### config.mk
export PLATFORM = sky130hd
export DESIGN_NAME = ps2_host_tx
export DESIGN_NICKNAME = d
export VERILOG_FILES = /design/src/rtl/ps2_pkg.sv /design/src/rtl/ps2_line_filter.sv /design/src/rtl/ps2_host_tx.sv
export SDC_FILE = /design/constraint.sdc
export NUM_CORES = 1
export LEC_CHECK = 0
export BUFFER_PORTS_ARGS = -buffer_cell sky130_fd_sc_hd__buf_2
export CAP_MARGIN = 20
export CELL_PAD_IN_SITES_DETAIL_PLACEMENT = 1
export CELL_PAD_IN_SITES_GLOBAL_PLACEMENT = 1
export CORE_MARGIN = 3
export CORE_UTILIZATION = 45
export DETAILED_ROUTE_END_ITERATION = 7
export PLACE_DENSITY = 0.87
export SYNTH_ARGS = -nofsm -noshare
export SYNTH_HDL_FRONTEND = slang
export SYNTH_SLANG_ARGS = --single-unit
### constraint.sdc
create_clock -name clk_i -period 2.2 [get_ports clk_i]
set_clock_uncertainty 0.1 [all_clocks]
set_input_delay 0.22 -clock clk_i [delete_from_list [all_inputs] [get_ports clk_i]]
set_output_delay 0.22 -clock clk_i [all_outputs]
set_load 0.02 [all_outputs]
### src/rtl/ps2_pkg.sv
// Shared types and helpers for the PS/2 host transmitter and receiver.
package ps2_pkg;

    typedef enum logic [2:0] {
        IDLE,
        INHIBIT,
        RTS,
        SEND,
        ACK,
        WAIT_IDLE
    } tx_state_t;

    localparam logic [7:0] CMD_SET_LED = 8'hED;
    localparam logic [7:0] CMD_ECHO    = 8'hEE;
    localparam logic [7:0] CMD_RESET   = 8'hFF;

    function automatic logic odd_parity(input logic [7:0] d);
        return ~^d;
    endfunction

endpackage

### src/rtl/ps2_line_filter.sv
// Two-flop synchronizer plus deglitcher for one open-drain PS/2 line.
module ps2_line_filter #(
    parameter int FILTER_LEN = 4
) (
    input  logic clk_i,
    input  logic rst_i,
    input  logic pin_i,
    output logic level_o,
    output logic fe_o
);

    localparam int CW = $clog2(FILTER_LEN + 1);

    logic [1:0]    sync_q;
    logic [CW-1:0] cnt_q;

    // Level moves only after FILTER_LEN consecutive differing samples.
    always_ff @(posedge clk_i or posedge rst_i) begin
        if (rst_i) begin
            sync_q  <= 2'b11;
            cnt_q   <= '0;
            level_o <= 1'b1;
            fe_o    <= 1'b0;
        end else begin
            sync_q <= {sync_q[0], pin_i};
            fe_o   <= 1'b0;
            if (sync_q[1] == level_o) begin
                cnt_q <= '0;
            end else if (cnt_q == CW'(FILTER_LEN - 1)) begin
                cnt_q   <= '0;
                level_o <= sync_q[1];
                fe_o    <= ~sync_q[1];
            end else begin
                cnt_q <= cnt_q + CW'(1);
            end
        end
    end

endmodule

### src/rtl/ps2_host_tx.sv
// PS/2 host-to-device command transmitter.
// Define PS2_TX_TIMEOUT_EN to build the transfer watchdog.
module ps2_host_tx
    import ps2_pkg::*;
#(
    parameter int INHIBIT_CYCLES = 6000,
    parameter int RTS_CYCLES     = 8,
    parameter int TIMEOUT_CYCLES = 750000,
    parameter int FILTER_LEN     = 4
) (
    input  logic       clk_i,
    input  logic       rst_i,
    input  logic [7:0] tx_data_i,
    input  logic       tx_req_i,
    output logic       tx_busy_o,
    output logic       tx_done_o,
    output logic       tx_err_o,
    output logic       rx_inhibit_o,
    input  logic       ps2_clk_i,
    input  logic       ps2_data_i,
    output logic       ps2_clk_oe_o,
    output logic       ps2_data_oe_o
);

    localparam int MAXC = (INHIBIT_CYCLES > RTS_CYCLES) ?
                          INHIBIT_CYCLES : RTS_CYCLES;
    localparam int CW   = $clog2(MAXC + 1);

    tx_state_t     state_q, state_d;
    logic [CW-1:0] cnt_q;
    logic [3:0]    bit_q;
    logic [7:0]    shreg_q;
    logic          data_oe_q;
    logic          ack_err_q;
    logic          done_q;
    logic          err_q;
    logic          clk_lvl, clk_fe;
    logic          data_lvl, data_fe_unused;
    logic          timeout;
    logic          leaving;

    ps2_line_filter #(.FILTER_LEN(FILTER_LEN)) u_clk_filt (
        .clk_i   (clk_i),
        .rst_i   (rst_i),
        .pin_i   (ps2_clk_i),
        .level_o (clk_lvl),
        .fe_o    (clk_fe)
    );

    ps2_line_filter #(.FILTER_LEN(FILTER_LEN)) u_data_filt (
        .clk_i   (clk_i),
        .rst_i   (rst_i),
        .pin_i   (ps2_data_i),
        .level_o (data_lvl),
        .fe_o    (data_fe_unused)
    );

`ifdef PS2_TX_TIMEOUT_EN
    localparam int WW = $clog2(TIMEOUT_CYCLES + 1);

    logic [WW-1:0] wd_q;
    logic          wd_run;

    assign wd_run  = state_q inside {RTS, SEND, ACK};
    assign timeout = wd_run && (wd_q == WW'(TIMEOUT_CYCLES - 1));

    always_ff @(posedge clk_i or posedge rst_i) begin
        if (rst_i) begin
            wd_q <= '0;
        end else if (wd_run) begin
            wd_q <= wd_q + WW'(1);
        end else begin
            wd_q <= '0;
        end
    end
`else
    assign timeout = 1'b0;
`endif

    always_ff @(posedge clk_i or posedge rst_i) begin
        if (rst_i) begin
            state_q <= IDLE;
        end else begin
            state_q <= state_d;
        end
    end

    always_comb begin
        state_d = state_q;
        if (timeout) begin
            state_d = IDLE;
        end else begin
            unique case (state_q)
                IDLE:      if (tx_req_i) state_d = INHIBIT;
                INHIBIT:   if (cnt_q == CW'(INHIBIT_CYCLES - 1)) state_d = RTS;
                RTS:       if (cnt_q == CW'(RTS_CYCLES - 1)) state_d = SEND;
                SEND:      if (clk_fe && bit_q == 4'd9) state_d = ACK;
                ACK:       if (clk_fe) state_d = WAIT_IDLE;
                WAIT_IDLE: if (clk_lvl && data_lvl) state_d = IDLE;
                default:   state_d = IDLE;
            endcase
        end
    end

    assign leaving = (state_q != IDLE) && (state_d == IDLE);

    always_ff @(posedge clk_i or posedge rst_i) begin
        if (rst_i) begin
            cnt_q     <= '0;
            bit_q     <= '0;
            shreg_q   <= '0;
            data_oe_q <= 1'b0;
            ack_err_q <= 1'b0;
            done_q    <= 1'b0;
            err_q     <= 1'b0;
        end else begin
            done_q <= leaving;
            err_q  <= leaving && (timeout || ack_err_q);
            if (state_q != state_d || !(state_q inside {INHIBIT, RTS})) begin
                cnt_q <= '0;
            end else begin
                cnt_q <= cnt_q + CW'(1);
            end
            if (state_q == IDLE && tx_req_i) begin
                shreg_q   <= tx_data_i;
                ack_err_q <= 1'b0;
            end
            // Start bit stays driven after the clock is handed back.
            if (state_q == RTS && state_d == SEND) begin
                data_oe_q <= 1'b1;
                bit_q     <= '0;
            end
            if (state_q == SEND && clk_fe) begin
                bit_q <= bit_q + 4'd1;
                if (bit_q < 4'd8) begin
                    data_oe_q <= ~shreg_q[bit_q[2:0]];
                end else if (bit_q == 4'd8) begin
                    data_oe_q <= ~odd_parity(shreg_q);
                end else begin
                    data_oe_q <= 1'b0;
                end
            end
            if (state_q == ACK && clk_fe) begin
                ack_err_q <= data_lvl;
            end
            if (timeout) begin
                data_oe_q <= 1'b0;
            end
        end
    end

    always_comb begin
        ps2_clk_oe_o  = state_q inside {INHIBIT, RTS};
        ps2_data_oe_o = (state_q == RTS) || (state_q == SEND && data_oe_q);
        tx_busy_o     = state_q != IDLE;
        rx_inhibit_o  = state_q != IDLE;
        tx_done_o     = done_q;
        tx_err_o      = err_q;
    end

endmodule

# After elaboration in Yosys (flattened, before gate mapping)
# Cells that the tools add are included.
dict set report word_totals {
  reg_bits 45
  latchBits 0
  ram_bits 0
  rom_bits 0
  elab_cells 86
  n_memories 0
}
dict set report op_classes {
  n_addsub 4
  multipliers 0
  n_div 0
  magnitude_cmp 2
  n_eq_ne 15
  n_shift 0
  mux 24
  n_bitwise 5
  reduce_logical 21
}
# op n
set ops {}
lappend ops {{3-bit two-way mux} 10}
lappend ops {{3-bit case mux with 6 select lines} 1}
lappend ops {{3-bit by 2-bit equality test with 1-bit output, second input constant} 5}
lappend ops {{13-bit by 1-bit adder with 13-bit output, second input constant} 1}
lappend ops {{13-bit equality test, second input constant} 1}
lappend ops {{13-bit by 3-bit equality test with 1-bit output, second input constant} 1}
lappend ops {{13-bit two-way mux} 1}
lappend ops {{1-bit logical AND} 9}
lappend ops {{1-bit two-way mux} 9}
lappend ops {{4-bit equality test, second input constant} 2}
lappend ops {{4-bit two-way mux} 2}
lappend ops {{8-bit XNOR reduction} 1}
lappend ops {{3-bit by 1-bit adder with 3-bit output, second input constant} 2}
lappend ops {{3-bit equality test, second input constant} 2}
lappend ops {{3-bit logical NOT} 2}
lappend ops {{2-bit nonzero test} 3}
lappend ops {{1-bit NOT} 5}
lappend ops {{4-bit by 1-bit adder with 4-bit output, second input constant} 1}
lappend ops {{3-bit by 4-bit less-than comparator with 1-bit output, second input constant} 1}
lappend ops {{4-bit less-than comparator, second input constant} 1}
lappend ops {{2-bit AND reduction} 2}
lappend ops {{1-bit binary-select mux with 3-bit select} 1}
lappend ops {{3-bit by 1-bit equality test with 1-bit output, second input constant} 1}
lappend ops {{3-bit inequality test} 1}
lappend ops {{4 further kinds} 6}

# Logic depth before layout (Yosys ltp)
dict set report depth {
  ltp_word 8
  depth_mapped 7
}

# By module
# From an unflattened synthesis, not the netlist that was laid out.
dict set report hier_totals {
  hier_cells 202
  area_unflattened_um2 2237.1
}
# module n_inst cells_each area_each_um2 seq_area_each_um2
set by_module_without_submodules {}
lappend by_module_without_submodules {ps2_host_tx 1 170 1694.1 800.8}
lappend by_module_without_submodules {ps2_line_filter 2 16 271.5 178.9}

# Worst setup path before layout
# No wires, ideal clock.
dict set report synth_timing {
  kind {reg2reg}
  startpoint {register state_q[1]}
  endpoint {register shreg_q[0]}
  setup_ns 0.125
  t_arrival_ns 1.667
  t_required_ns 1.975
  slack_ns 0.308
  stages_incl_launch_ff 5
  n_path_buf 1
  synth_period_minus_slack_ns 1.892
  path_cell_list {dfrtp_1 clkbuf_1 or3_1 nor2_2 mux2_2}
}
dict set report synth_via {
  elab_chain_len 2
}
# element line
set synth_lines {}
lappend synth_lines {{from (decl)} ps2_host_tx.sv:29} ;# tx_state_t state_q, state_d;
lappend synth_lines {{from (signal assigned)} ps2_host_tx.sv:84} ;# state_q <= state_d;
lappend synth_lines {{3-bit logical NOT} ps2_host_tx.sv:124} ;# if (state_q == IDLE && tx_req_i) begin
lappend synth_lines {{1-bit logical AND} ps2_host_tx.sv:124}
lappend synth_lines {{to (signal assigned)} ps2_host_tx.sv:125} ;# shreg_q <= tx_data_i;
lappend synth_lines {{to (decl)} ps2_host_tx.sv:32} ;# logic [7:0] shreg_q;
# Every way passes these cells.
# A chain may end at the register's enable or synchronous reset.

# Worst setup path after layout
dict set report layout_timing {
  startpoint {register cnt_q[3]}
  endpoint {register cnt_q[5]}
}
dict set report layout_via {
  elab_chain_len 6
}
# element line
set layout_lines {}
lappend layout_lines {{from (decl)} ps2_host_tx.sv:30} ;# logic [CW-1:0] cnt_q;
lappend layout_lines {{from (signal assigned)} ps2_host_tx.sv:122} ;# cnt_q <= cnt_q + CW'(1);
lappend layout_lines {{13-bit by 3-bit equality test with 1-bit output or 13-bit equality test (tied branches)} {ps2_host_tx.sv:96, ps2_host_tx.sv:95}}
lappend layout_lines {{3-bit two-way mux (on tied branches)} {ps2_host_tx.sv:96, ps2_host_tx.sv:95}}
lappend layout_lines {{3-bit case mux with 6 select lines} ps2_host_tx.sv:93} ;# unique case (state_q)
lappend layout_lines {{3-bit inequality test} ps2_host_tx.sv:119} ;# if (state_q != state_d || !(state_q inside {INHIBIT, RTS})) begin
lappend layout_lines {{1-bit logical OR} ps2_host_tx.sv:119}
lappend layout_lines {{13-bit two-way mux *} ps2_host_tx.sv:119}
# Every way passes the cells marked *; elsewhere a longest branch is shown, timed or not.

==> impl_summary.md <==
Status
The run finished with clean final reports.

Floorplan
The standard cell core area is roughly 4500 um^2. The floorplan die area is about 5700 um^2. The die is between 70 and 80 um wide. Measured along the y axis, the die boundary spans roughly 75 um.

During I/O placement, the number of pins put on the boundary was 19. For this configuration, the core starts out at a cell density of about half. The floorplan has 24 rows.

Synthesis
After synthesis, the netlist uses 38 different library cells. Summing every instance area after synthesis gives around 2200 um^2. The synthesized netlist net count is ~210. The most used flip-flop cell after synthesis is sky130_fd_sc_hd__dfrtp_1. The share of flip-flops with an asynchronous set or reset after synthesis is 100%. In this run, synthesis inferred 0 flip-flops with an integrated enable. During synthesis, Yosys emitted a total of 0 warnings. A synthesized cell averages 11.1 um^2.

Counting every instance in the synthesized netlist gives approximately 200. The post-synthesis sequential element count is 45. The portion of the post-synthesis area used by sequential elements is 52.4%.

Clock network
The cell at the root of the clock tree is sky130_fd_sc_hd__clkbuf_8. The TritonCTS clock tree is done. In this run the deepest clock path goes through 2 buffers. Buffers inserted during clock tree synthesis total 5. In this run, post-CTS repair resized a total of 0 instances. The number of buffers added for setup after CTS is 0.

CTS saw 45 sinks. The clock latency at the later pin of the worst-skew pair is ~0.3 ns. The number of buffers inserted for hold repair after clock tree synthesis is 3. After clock tree synthesis, the clock-pin slew on the worst setup and hold paths is approximately 0.08 ns.

The H-tree was split into 2 levels.

STA
Setup repair after global routing left no endpoint under its margin. The relative slew slack is about 62%. The transition at the pin with the smallest max-transition slack is about 0.57 ns. Setup violations remaining at the end of the flow were counted as 0. The time the worst path needs with I/O delays and setup is between 1.5 and 2 ns. The total count of max-transition violations in the final report is 0. The worst path uses about nine tenths of the clock period.

The count of endpoints failing hold in the final timing report was 0. Setup total negative slack on the finished layout was measured at 0 ns. Hold timing on the final database bottoms out at a slack of roughly 0.046 ns. The fmax is 510 MHz.

Routing
Detailed routing inserted a total of roughly 1500 vias. In the routed design, unresolved DRC markers number 0. The ratio of routed vias to standard cells is around 5.6. The antenna violation net count after detailed routing is 0.

The first-pass detailed-route iteration total is 4. For this block, the routed nets add up to between 4 and 5 mm of wire. After detailed routing, the average wire length per cell comes to 16.5 um.

The first routing iteration left 83 violations.

Global routing
The first global-routing pass estimated 7.76 mm of wire. Entering global routing, the biggest net connects 46 pins. The number of global-route vias before repair is between 1500 and 2000. The overall fraction of global-route tracks in use is between 10% and 20%. The global route total overflow is 0. The initial antenna violation count is 0.

Worst setup path
At the worst endpoint, the required time is between 2 and 2.5 ns. The type of element capturing the critical path is a flop. The worst setup path is launched from a flop. In this run the worst path has a maximum fanout of 13. STA puts the critical path data arrival time at about 2 ns.

The critical path in this run is classified as reg2reg.

Flow run
Across the run, the number of max-cap violations was 0.

Placed design
The post-placement cell count is 264. The detailed placement HPWL is 3.30 mm. The last weighted congestion value of the routability-driven placer is 0.762. Buffers placed on the I/O ports in this run total 18.

Power
Dividing total power by cell area gives a power density of 938 nW/um^2. The design draws between 2 and 2.5 mW. The total leakage power is 1.07 nW. VDD sags by at most 0.484 mV.

Final layout
The net count of the finished layout is around 240. The post-layout instance count excluding filler cells is 275. The top cell types in the final layout, fill and taps aside, are sky130_fd_sc_hd__dfrtp_1, sky130_fd_sc_hd__nor2_1, sky130_fd_sc_hd__buf_2. The number of antenna diodes is 0. The most common cell after layout, fill and taps aside is sky130_fd_sc_hd__dfrtp_1.

Of the cells placed in the final design, the portion with a size suffix greater than 1 is between 20% and 30%. The synthesis-to-layout area growth is 12.9%.

Hold path
The class of the most critical hold timing path is in2reg.
## power by group
group,switching (mW),internal (mW)
combinational,0.286,0.325
sequential,0.152,1.00
clock,0.270,0.256
## per-layer routing
layer,track usage [%],vias up,part of all wire (%)
li1,-,725,-
met1,21.1,779,43
met2,31.7,21,52
met3,4.62,10,2.7
met4,9.32,0,2.7
met5,0,-,0
## critical path: stages, from the launching register on
cell	delay, ns
sky130_fd_sc_hd__dfrtp_1	0.43
sky130_fd_sc_hd__or4_1	0.57
sky130_fd_sc_hd__nor4_4	0.33
sky130_fd_sc_hd__nor2_1	0.08
sky130_fd_sc_hd__nand2_2	0.22
sky130_fd_sc_hd__nor2_1	0.10
## kinds of logic (layout without fill, tap and decap cells)
kind of cell,after synthesis,after routing,synth area share [%]
compound gates,22,22,6.02
xor+xnor,21,21,8.51
fa+ha+maj,6,6,3.47
buf+inv,15,43,3.12
flops,45,45,52.4
mux,13,13,7.81
simple gates,73,73,18.6
## synthesized netlist by cell type, types with 4 or more instances
cell type | count | area (um^2)
sky130_fd_sc_hd__nand3_1 | 12 | 60.1
sky130_fd_sc_hd__xor2_1 | 6 | 52.6
sky130_fd_sc_hd__nand2_1 | 10 | 37.5
sky130_fd_sc_hd__clkbuf_1 | 4 | 15.0
sky130_fd_sc_hd__mux2_2 | 11 | 124
sky130_fd_sc_hd__nor2b_1 | 5 | 31.3
sky130_fd_sc_hd__inv_1 | 9 | 33.8
sky130_fd_sc_hd__o21ai_0 | 7 | 35.0
sky130_fd_sc_hd__dfstp_2 | 6 | 158
sky130_fd_sc_hd__nor3b_1 | 4 | 30.0
sky130_fd_sc_hd__nor2_1 | 19 | 71.3
sky130_fd_sc_hd__a31oi_1 | 4 | 25.0
sky130_fd_sc_hd__ha_1 | 6 | 75.1
sky130_fd_sc_hd__dfrtp_1 | 39 | 976
sky130_fd_sc_hd__a21oi_1 | 4 | 20.0
sky130_fd_sc_hd__xnor2_1 | 15 | 131
## per-stage QoR
step	utilization, %	setup WS, ns	cell area, um^2
floorplan	-	0.308	2160
global placement	51.5	0.301	2320
CTS	54.2	0.206	2440
global route	54.2	0.0843	2440
finish	54.2	0.239	2440
detailed placement	51.5	0.228	2320
## final timing paths
check	start	to	slack (ns)	cells past startpoint
worst max-delay path	cnt_q[3]$_DFF_PP0_	cnt_q[5]$_DFF_PP0_	0.24	5
worst min-delay path	tx_data_i[5]	shreg_q[5]$_DFFE_PP0P_	0.05	2
worst max register to register	cnt_q[3]$_DFF_PP0_	cnt_q[5]$_DFF_PP0_	0.24	5
worst min register to register	u_data_filt.sync_q[0]$_DFF_PP1_	u_data_filt.sync_q[1]$_DFF_PP1_	0.26	0
max in group asynchronous	rst_i	u_data_filt.sync_q[0]$_DFF_PP1_	1.09	4
min in group asynchronous	rst_i	state_q[0]$_DFF_PP0_	0.52	4
## registers in the layout (all words and copies together) (netlist names), 2 cells and up
register and cells:
state_q 3, u_data_filt.sync_q 2, shreg_q 8, u_data_filt.cnt_q 3, cnt_q 13, u_clk_filt.sync_q 2, bit_q 4, u_clk_filt.cnt_q 3
## area by class of cell
| type | count | area, um^2 |
|---|---|---|
| clock buffers | 8 | 90.1 |
| fillers | 503 | 2060 |
| inverters | 9 | 33.8 |
| multi-input cells | 135 | 961 |
| flip-flops and latches | 45 | 1130 |
| well taps | 52 | 65.1 |
| repair buffers | 26 | 158 |
(Power assumes the default switching activity.)
